File: config.mk
export PLATFORM = sky130hd
export DESIGN_NAME = pkt_guard
export DESIGN_NICKNAME = d
export VERILOG_FILES = /design/src/rtl/pkt_guard.sv
export SDC_FILE = /design/constraint.sdc
export NUM_CORES = 1
export LEC_CHECK = 0
export CAP_MARGIN = 20
export CORE_MARGIN = 2
export CORE_UTILIZATION = 53
export DETAILED_ROUTE_END_ITERATION = 10
export GPL_ROUTABILITY_DRIVEN = 0
export PLACE_DENSITY_LB_ADDON = 0.12
export SYNTH_ARGS = -nofsm -noshare
export SYNTH_HDL_FRONTEND = slang
export SYNTH_SLANG_ARGS = --single-unit
File: constraint.sdc
create_clock -name clk_i -period 3.28 [get_ports clk_i]
set_input_delay 0.328 -clock clk_i [delete_from_list [all_inputs] [get_ports clk_i]]
set_output_delay 0.328 -clock clk_i [all_outputs]
set_load 0.02 [all_outputs]
File: src/rtl/pkt_guard.sv
// Store-and-forward guard in front of the packet sorter.
// Forwards only well-formed packets; counts forwarded and discarded ones.
module pkt_guard #(
    parameter int DWIDTH      = 16,
    parameter int MAX_PKT_LEN = 13,
    parameter int CWIDTH      = 16
) (
    input  logic              clk_i,
    input  logic              arst_n_i,
    input  logic [DWIDTH-1:0] snk_data_i,
    input  logic              snk_startofpacket_i,
    input  logic              snk_endofpacket_i,
    input  logic              snk_valid_i,
    output logic              snk_ready_o,
    output logic [DWIDTH-1:0] src_data_o,
    output logic              src_startofpacket_o,
    output logic              src_endofpacket_o,
    output logic              src_valid_o,
    input  logic              src_ready_i,
    output logic [CWIDTH-1:0] pkt_cnt_o,
    output logic [CWIDTH-1:0] drop_cnt_o
);

    localparam int PW = $clog2(MAX_PKT_LEN + 1);
    localparam int AW = (MAX_PKT_LEN > 1) ? $clog2(MAX_PKT_LEN) : 1;
    localparam logic [PW-1:0] MAXP = PW'(MAX_PKT_LEN);

    typedef enum logic [1:0] {IDLE, FILL, DROP, SEND} state_t;

    state_t            state;
    logic [PW-1:0]     wr_ptr;
    logic [PW-1:0]     rd_ptr;
    logic [PW-1:0]     len;
    logic [PW-1:0]     rd_nxt;
    logic [DWIDTH-1:0] mem [MAX_PKT_LEN];

    logic              in_beat;
    logic              out_beat;
    logic              wr_en;
    logic [PW-1:0]     wr_idx;

    assign in_beat  = snk_valid_i && snk_ready_o && (state != SEND);
    assign out_beat = src_valid_o && src_ready_i;
    assign rd_nxt   = rd_ptr + PW'(1);

    function automatic logic [CWIDTH-1:0] sat_inc(input logic [CWIDTH-1:0] c);
        return (c == '1) ? c : c + CWIDTH'(1);
    endfunction

    // Select which buffer slot (if any) the current input beat lands in.
    always_comb begin
        wr_en  = 1'b0;
        wr_idx = '0;
        if (in_beat) begin
            if (snk_startofpacket_i) begin
                wr_en = 1'b1;
            end else if (state == FILL && wr_ptr < MAXP) begin
                wr_en  = 1'b1;
                wr_idx = wr_ptr;
            end
        end
    end

    // Packet buffer; contents are don't-care until written.
    always_ff @(posedge clk_i) begin
        if (wr_en) mem[AW'(wr_idx)] <= snk_data_i;
    end

    // Control FSM with registered handshake, framing and counters.
    always_ff @(posedge clk_i or negedge arst_n_i) begin
        if (!arst_n_i) begin
            state               <= IDLE;
            wr_ptr              <= '0;
            rd_ptr              <= '0;
            len                 <= '0;
            snk_ready_o         <= 1'b0;
            src_valid_o         <= 1'b0;
            src_startofpacket_o <= 1'b0;
            src_endofpacket_o   <= 1'b0;
            src_data_o          <= '0;
            pkt_cnt_o           <= '0;
            drop_cnt_o          <= '0;
        end else begin
            if (state != SEND) snk_ready_o <= 1'b1;
            unique case (state)
                IDLE, DROP: begin
                    if (in_beat && !snk_startofpacket_i) begin
                        if (state == IDLE) begin
                            drop_cnt_o <= sat_inc(drop_cnt_o);
                        end else if (snk_endofpacket_i) begin
                            state <= IDLE;
                        end
                    end
                end
                FILL: begin
                    if (in_beat) begin
                        if (snk_startofpacket_i) begin
                            drop_cnt_o <= sat_inc(drop_cnt_o);
                        end else if (wr_ptr < MAXP) begin
                            if (snk_endofpacket_i) begin
                                // Word 0 is already buffered here
                                len                 <= wr_ptr + PW'(1);
                                wr_ptr              <= '0;
                                rd_ptr              <= '0;
                                state               <= SEND;
                                snk_ready_o         <= 1'b0;
                                src_valid_o         <= 1'b1;
                                src_startofpacket_o <= 1'b1;
                                src_endofpacket_o   <= 1'b0;
                                src_data_o          <= mem[0];
                            end else begin
                                wr_ptr <= wr_ptr + PW'(1);
                            end
                        end else begin
                            drop_cnt_o <= sat_inc(drop_cnt_o);
                            wr_ptr     <= '0;
                            state      <= snk_endofpacket_i ? IDLE : DROP;
                        end
                    end
                end
                SEND: begin
                    if (out_beat) begin
                        if (src_endofpacket_o) begin
                            pkt_cnt_o           <= sat_inc(pkt_cnt_o);
                            state               <= IDLE;
                            snk_ready_o         <= 1'b1;
                            src_valid_o         <= 1'b0;
                            src_startofpacket_o <= 1'b0;
                            src_endofpacket_o   <= 1'b0;
                            src_data_o          <= '0;
                            rd_ptr              <= '0;
                        end else begin
                            rd_ptr              <= rd_nxt;
                            src_data_o          <= mem[AW'(rd_nxt)];
                            src_startofpacket_o <= 1'b0;
                            src_endofpacket_o   <= (rd_nxt == len - PW'(1));
                        end
                    end
                end
                default: state <= IDLE;
            endcase
            // A sop beat always opens a fresh packet in slot 0
            if (in_beat && snk_startofpacket_i) begin
                if (snk_endofpacket_i) begin
                    len                 <= PW'(1);
                    wr_ptr              <= '0;
                    rd_ptr              <= '0;
                    state               <= SEND;
                    snk_ready_o         <= 1'b0;
                    src_valid_o         <= 1'b1;
                    src_startofpacket_o <= 1'b1;
                    src_endofpacket_o   <= 1'b1;
                    src_data_o          <= snk_data_i;
                end else begin
                    wr_ptr <= PW'(1);
                    state  <= FILL;
                end
            end
        end
    end

endmodule

==> reports/qor.txt <==
Num CTS Buffers: 28
Worst-Skew Late Latency: 0.54 ns
Crit path launch type: register
Clk sinks: 274
Routed wire per std cell: 22.7 um
Final setup violating endpoints: 0
Worst endpoint required time: 3.72 ns
Max_slew headroom: 35.7%
Pre-CTS setup slack: 0.358 ns
ANT cells: 0
CP Max Fanout: 15
Fmax: 383 MHz
Clk pwr share: 27.0%
Cell Area, Synth: 0.0116 sq mm
Fin worst setup slack: 0.667 ns
Clock Tree Buf Depth: 3
Final nets: 943
Synth-to-layout area growth: 18.1%
Minimum clock period: 2.61 ns
Crit Path Category: register to register
Die H: 152 um
Switching Fraction: 33.3%
Hold Violations, Final: 0
CTS Root Buffer Type: clkbuf_16
NetSw: 0.00368 W
#FFs+latches synth: 274
VDD IR max: 502 uV
Routed vias: 7445
First-pass GRT wire length: 43100 um
CP max stage cell: nand4b_1
Layout cells sized above 1: 11.0%
Grt ovf: 0
Vias per inst: 6.12
Post-route setup TNS: 0 ns
MaxCap Viol Count: 0
Area leader, netlist: edfxtp_1
Crit-path cells: and2_1 -> buf_4 -> nand4b_1 -> o22ai_1 -> nor4_1 -> nor3_1
Total die area: 0.0232 sq mm
Top cell type's share of synthesized area: 53.7%
Post-synth ARST share: 24.1%
Worst Max-Slew Pin Slew: 0.960 ns
Most common cell in the synthesized netlist: edfxtp_1
Hold crit path type: input pin to async pin
Clk slew on worst S/H paths: 0.06 ns
Worst path arrival time: 3.06 ns
WL final: 27600 um
Gate Count Post-Synth: 819
Share of power burned in registers: 39.9%
Total power: 0.0110 W
TritonCTS clock tree: built
Final setup skew: 0.0150 ns
Buffers on Ports: 73
Most frequent cells after synthesis: 208 x edfxtp_1, 79 x nor2_1, 66 x dfrtp_1
Final period utilization: 79.7%
Setup Buffers After CTS: 0
Synth area leaders: edfxtp_1 54%, dfrtp_1 14%, mux2i_1 5.2%, mux4_2 3.5%, nor2_1 2.5%
Mapped Nets: 847
DP Wirelength: 17400 um
# resized after CTS: 0
YS warnings: 0
Crit-path max cell delay: 0.76 ns
GR Util All Layers: 23.9%
Initial Util: 53.7%
Netlist cell types: 58
Syn avg cell area: 14.2 sq um
Vias in the first global route: 7587
Pins Over Slew Limit: 0
Crit end category: register
Layout fillers: 1592
Outcome: finished clean
DRC Markers: 0
Seq/Total Area, Yosys: 67.8%
Die Wd: 152 um
Number of routed nets with antenna violations: 0
P_int: 0.00737 W
Largest net degree at the start of global routing: 67
Leakage: 5.11 nW
EDFF count, synth: 208
Row count: 54
Cell area power density: 804 mW/mm^2
H-tree Lvls: 1
Combinational power share: 33.1%
RSZ-0062 raised after global routing: false
Most common flop cell mapped by yosys: edfxtp_1
Initial antenna violation count: 0
Pre-Repair DR Iteration Count: 5
Top-Level Pins: 74
Core Footprint: 0.0217 sq mm
Detailed Route Iter0 Violations: 565
==> cell usage in the layout, fill, tap and decap left out, types with 4 or more instances in the layout <==
master,synthesis,layout
and4_1,4,4
nand2_1,49,49
xnor2_1,21,19
o22ai_1,30,30
buf_4,2,32
o21ai_0,7,7
a31oi_1,20,20
mux2i_1,61,61
nand3_1,22,22
nor2_1,79,79
edfxtp_1,208,208
and3_1,7,7
nand4_1,9,9
nand2b_1,4,4
ha_1,6,6
nor4_1,20,18
inv_1,9,9
clkbuf_16,0,29
dfrtp_1,66,66
xor2_1,19,18
and2_1,4,4
clkdlybuf4s50_1,0,72
clkbuf_1,19,13
nor3_1,25,24
a221o_1,16,16
a21oi_1,27,27
clkinv_1,0,4
mux4_2,18,18
==> layer usage <==
layer	GRT usage [%]	routed length (um)	up-vias
li1	-	-	3360
met1	32.0	11200	3710
met2	40.1	13600	306
met3	3.67	1810	69
met4	9.08	1020	0
met5	0	0	-
==> power groups by stage <==
stage,sequential [W],clock [W],combinational [W]
floorplan,0.00450,0,0.00236
global placement,0.00444,0,0.00356
detailed placement,0.00446,0,0.00363
CTS,0.00440,0.00303,0.00365
global route,0.00444,0.00318,0.00394
finish,0.00441,0.00298,0.00366
==> area by class of cell <==
cell class                      instances  area, sq um  share of cell area [%]
Timing Repair Buffer                  109         1040                    7.58
Clock buffer                           43          788                    5.74
Multi-Input combinational cell        493         3560                    25.9
Inverter                                9         33.8                   0.246
Clock inverter                          9         68.8                   0.501
Sequential cell                       274         7900                    57.5
Tap cell                              280          350                    2.55
==> sequential cells by signal (all words and copies together), names as in the netlist <==
| register | count |
|---|---|
| wr_ptr | 4 |
| rd_ptr | 4 |
| pkt_cnt_o | 16 |
| src_endofpacket_o | 1 |
| src_startofpacket_o | 1 |
| len | 4 |
| snk_ready_o | 1 |
| state | 2 |
| src_data_o | 16 |
| drop_cnt_o | 16 |
| src_valid_o | 1 |
| mem | 208 |
==> repair_timing <==
item / 4_1_cts / 5_1_grt
endpoints found under the hold margin: 66 / 0
hold buffers: 1 / 0
endpoints found under the setup margin: 0 / 0
==> path summary, 6_finish.rpt <==
check	from	endpoint	slack (ns)	cells after the start
min in group clk_i	drop_cnt_o[6]	drop_cnt_o[6]	0.49	1
setup reg to reg	state[1]	src_data_o[2]	0.67	6
hold / removal	arst_n_i	pkt_cnt_o[8]	0.43	2
setup / recovery	state[1]	src_data_o[2]	0.67	6
hold reg to reg	drop_cnt_o[6]	drop_cnt_o[6]	0.49	1
max in group asynchronous	arst_n_i	src_data_o[12]	2.21	2
==> per-stage QoR <==
stage | instances | hold slack [ns] | area [sq um] | utilization [%]
global route | 1217 | 0.507 | 13700 | 63.4
detailed placement | 1163 | 0.484 | 12900 | 59.3
global placement | 1163 | 0.467 | 12900 | 59.3
floorplan | 819 | 0.0324 | 11600 | -
CTS | 1216 | 0.495 | 13700 | 63.3
finish | 1217 | 0.427 | 13700 | 63.4
==> kinds of logic (layout without fill, tap and decap cells) <==
kind of cell / Yosys count / count (layout) / share of synthesized area (%)
AOI/OAI and AO/OA: 126 / 126 / 7.52
DFF: 274 / 274 / 67.8
xor gates and xnor gates: 40 / 40 / 3.01
muxes: 80 / 80 / 8.83
and+or+nand+nor: 241 / 241 / 10.1
buffers and inverters: 52 / 170 / 2.06
adders and majority gates: 6 / 6 / 0.645
==> worst max-delay path: cells and delay by family (launching register included) <==
family / cells / cell delay, ns
simple gates: 4 / 1.32
compound gates: 1 / 0.44
buf+inv: 1 / 0.17
flops: 1 / 0.58
No activity file was read; power rests on OpenSTA's default activity.
==> RTL change: new RTL, config.mk and constraints unchanged <==
`DWIDTH`: 16 -> 14.
--- a/src/rtl/pkt_guard.sv
+++ b/src/rtl/pkt_guard.sv
@@ -3,3 +3,3 @@
 module pkt_guard #(
-    parameter int DWIDTH      = 16,
+    parameter int DWIDTH      = 14,
     parameter int MAX_PKT_LEN = 13,
Interface: changed (resized snk_data_i and src_data_o); port bits go from 74 to 70. The function was not compared with the original's and may differ.
==> RTL change against the original RTL <==
  * Sequential share of layout area decreased by 2.6 points
  * Cell area is 6.3% lower
  * Worst setup slack lost 0.17 ns
  * Synthesized area is 4.3% lower
  * Routed wire length down 4.1%
  * Total power decreased by 19%
  * Sequential cell count decreased by 28
  * Highest routed layer unchanged
==> RTL change: results (changes against the original RTL) <==
stage;metric;value;unit;change
power;static leakage;0.00438;uW;-14%
logic_synthesis;count leader, synth;edfxtp_1;;
logic_synthesis;Seq cells post-synth;246;;-10%
global_routing;GR Util All Layers;24.1;%;+0.19 points
logic_synthesis;Syn. warnings;0;;unchanged
clock_network;maximum root-to-sink buffer count;3;;unchanged
clock_network;total CTS buffers;26;;-7.1%
logic_synthesis;Seq/Total Area, Yosys;63.4;%;-4.4 points
place;I/O Buffers;69;;-5.5%
logic_synthesis;commonest cells in the netlist;182 x edfxtp_1, 64 x dfrtp_1, 42 x mux2i_1;;
clock_network;Root Driver;clkbuf_16;;
power;Switching Power;2790;uW;-24%
final_layout;layout net count;879;;-6.8%
logic_synthesis;EDFF count, synth;182;;-13%
place;placed wire-length estimate;17500;um;+0.30%
setup_path;CP Launch Type;flop;;
final_layout;antenna fix cells;0;;unchanged
setup_path;critical path peak fanout;30;;+15
routing;Routed WL;26500;um;-4.1%
global_routing;largest net degree at the start of global routing;75;;+12%
setup_path;reg2reg start;rd_ptr[1];;
global_routing;initial antenna violation count;0;;unchanged
logic_synthesis;Area contributors post-synth;edfxtp_1 49%, dfrtp_1 14%, mux2i_1 3.8%, mux4_2 2.8%, xnor2_1 2.0%;;
clock_network;worst skew pair latency;0.53;ns;
routing;routed vias/inst;6.34;;+3.6%
outcome;status;finished clean;;
final_layout;layout cells sized above 1;13.6;%;+2.6 points
routing;First DRT Iteration DRCs;726;;+28%
global_routing;first-pass GRT wire length;41100;um;-4.5%
setup_path;Worst EP arrival;3.20;ns;+0.14 ns
power;Max VDD drop;446;uV;-11%
global_routing;number of global-route vias before repair;7082;;-6.7%
place;Cell Area, Placed;0.0121;mm2;-6.0%
logic_synthesis;count of different cell masters after synthesis;73;;+26%
setup_path;Reg2Reg Depth;7;;+1
clock_network;Clock transition at path regs;0.06;ns;about the same
timing;Clock Skew;0.0116;ns;-0.00335 ns
timing;slew margin rel.;28.8;%;-6.8 points
logic_synthesis;Mapped Nets;802;;-5.3%
logic_synthesis;Async SR Flop Fraction;26.0;%;+1.9 points
==> RTL change: worst paths after layout <==
path | endpoint | slack (ns)
worst max-delay path | src_data_o[1] | 0.50
min in group clk_i | pkt_cnt_o[14] | 0.51
worst max register to register | src_data_o[1] | 0.50
worst min-delay path | drop_cnt_o[0] | 0.37
max in group asynchronous | src_data_o[10] | 1.87
worst min register to register | pkt_cnt_o[14] | 0.51
==> RTL change: area by class of cell <==
class | instances | area [um2]
clock buffers | 33 | 677
clock inverters | 15 | 104
fillers | 1587 | 7950
inverters | 11 | 41.3
multi-input cells | 470 | 3720
flip-flops and latches | 246 | 7070
well taps | 275 | 344
repair buffers | 98 | 918
==> RTL change: repair_timing <==
item / 4_1_cts / 5_1_grt
resized for setup: 0 / 0
endpoints found under the hold margin: 25 / 0
hold buffers: 1 / 0
==> RTL change: cells by family (layout without fill, tap and decap cells) <==
logic type | count (synthesis) | after routing | synth area share [%]
simple gates | 200 | 200 | 10.4
flops | 246 | 246 | 63.4
xor+xnor | 39 | 39 | 3.30
fa+ha+maj | 6 | 6 | 0.674
buf+inv | 60 | 157 | 3.29
compound gates | 151 | 151 | 10.1
mux | 74 | 74 | 8.79
==> RTL change: through the flow <==
stage	power, uW	cells	worst slack, ns
detailed placement	6330	1099	0.528
global placement	6260	1099	0.577
finish	8980	1148	0.497
floorplan	5540	776	0.449
CTS	9020	1148	0.549
global route	9390	1148	0.257
==> RTL change: power groups by stage <==
stage / clock network (uW) / logic [uW] / registers, uW
2_1_floorplan: 0 / 1490 / 4050
3_5_place_dp: 0 / 2350 / 3980
3_3_place_gp: 0 / 2300 / 3960
4_1_cts: 2730 / 2360 / 3920
6_report: 2670 / 2380 / 3930
5_1_grt: 2860 / 2580 / 3960
==> RTL change: worst max-delay path, cell delays in order (launching register included) <==
cell,delay [ns]
dfrtp_1,0.47
ha_1,0.45
buf_4,0.38
nand2b_1,0.50
o22ai_1,0.20
a211oi_1,0.34
a2111oi_0,0.13
a21o_1,0.20
==> RTL change: layer usage <==
metal  share of wire, %  routed length, um  vias up  track usage, %
met5                  0                  0        -               0
met4                1.9                496        0            6.14
met3                7.2               1910       50            3.27
met2                 48              12600      343            38.8
met1                 43              11500     3661            35.1
li1                   -                  -     3223               -
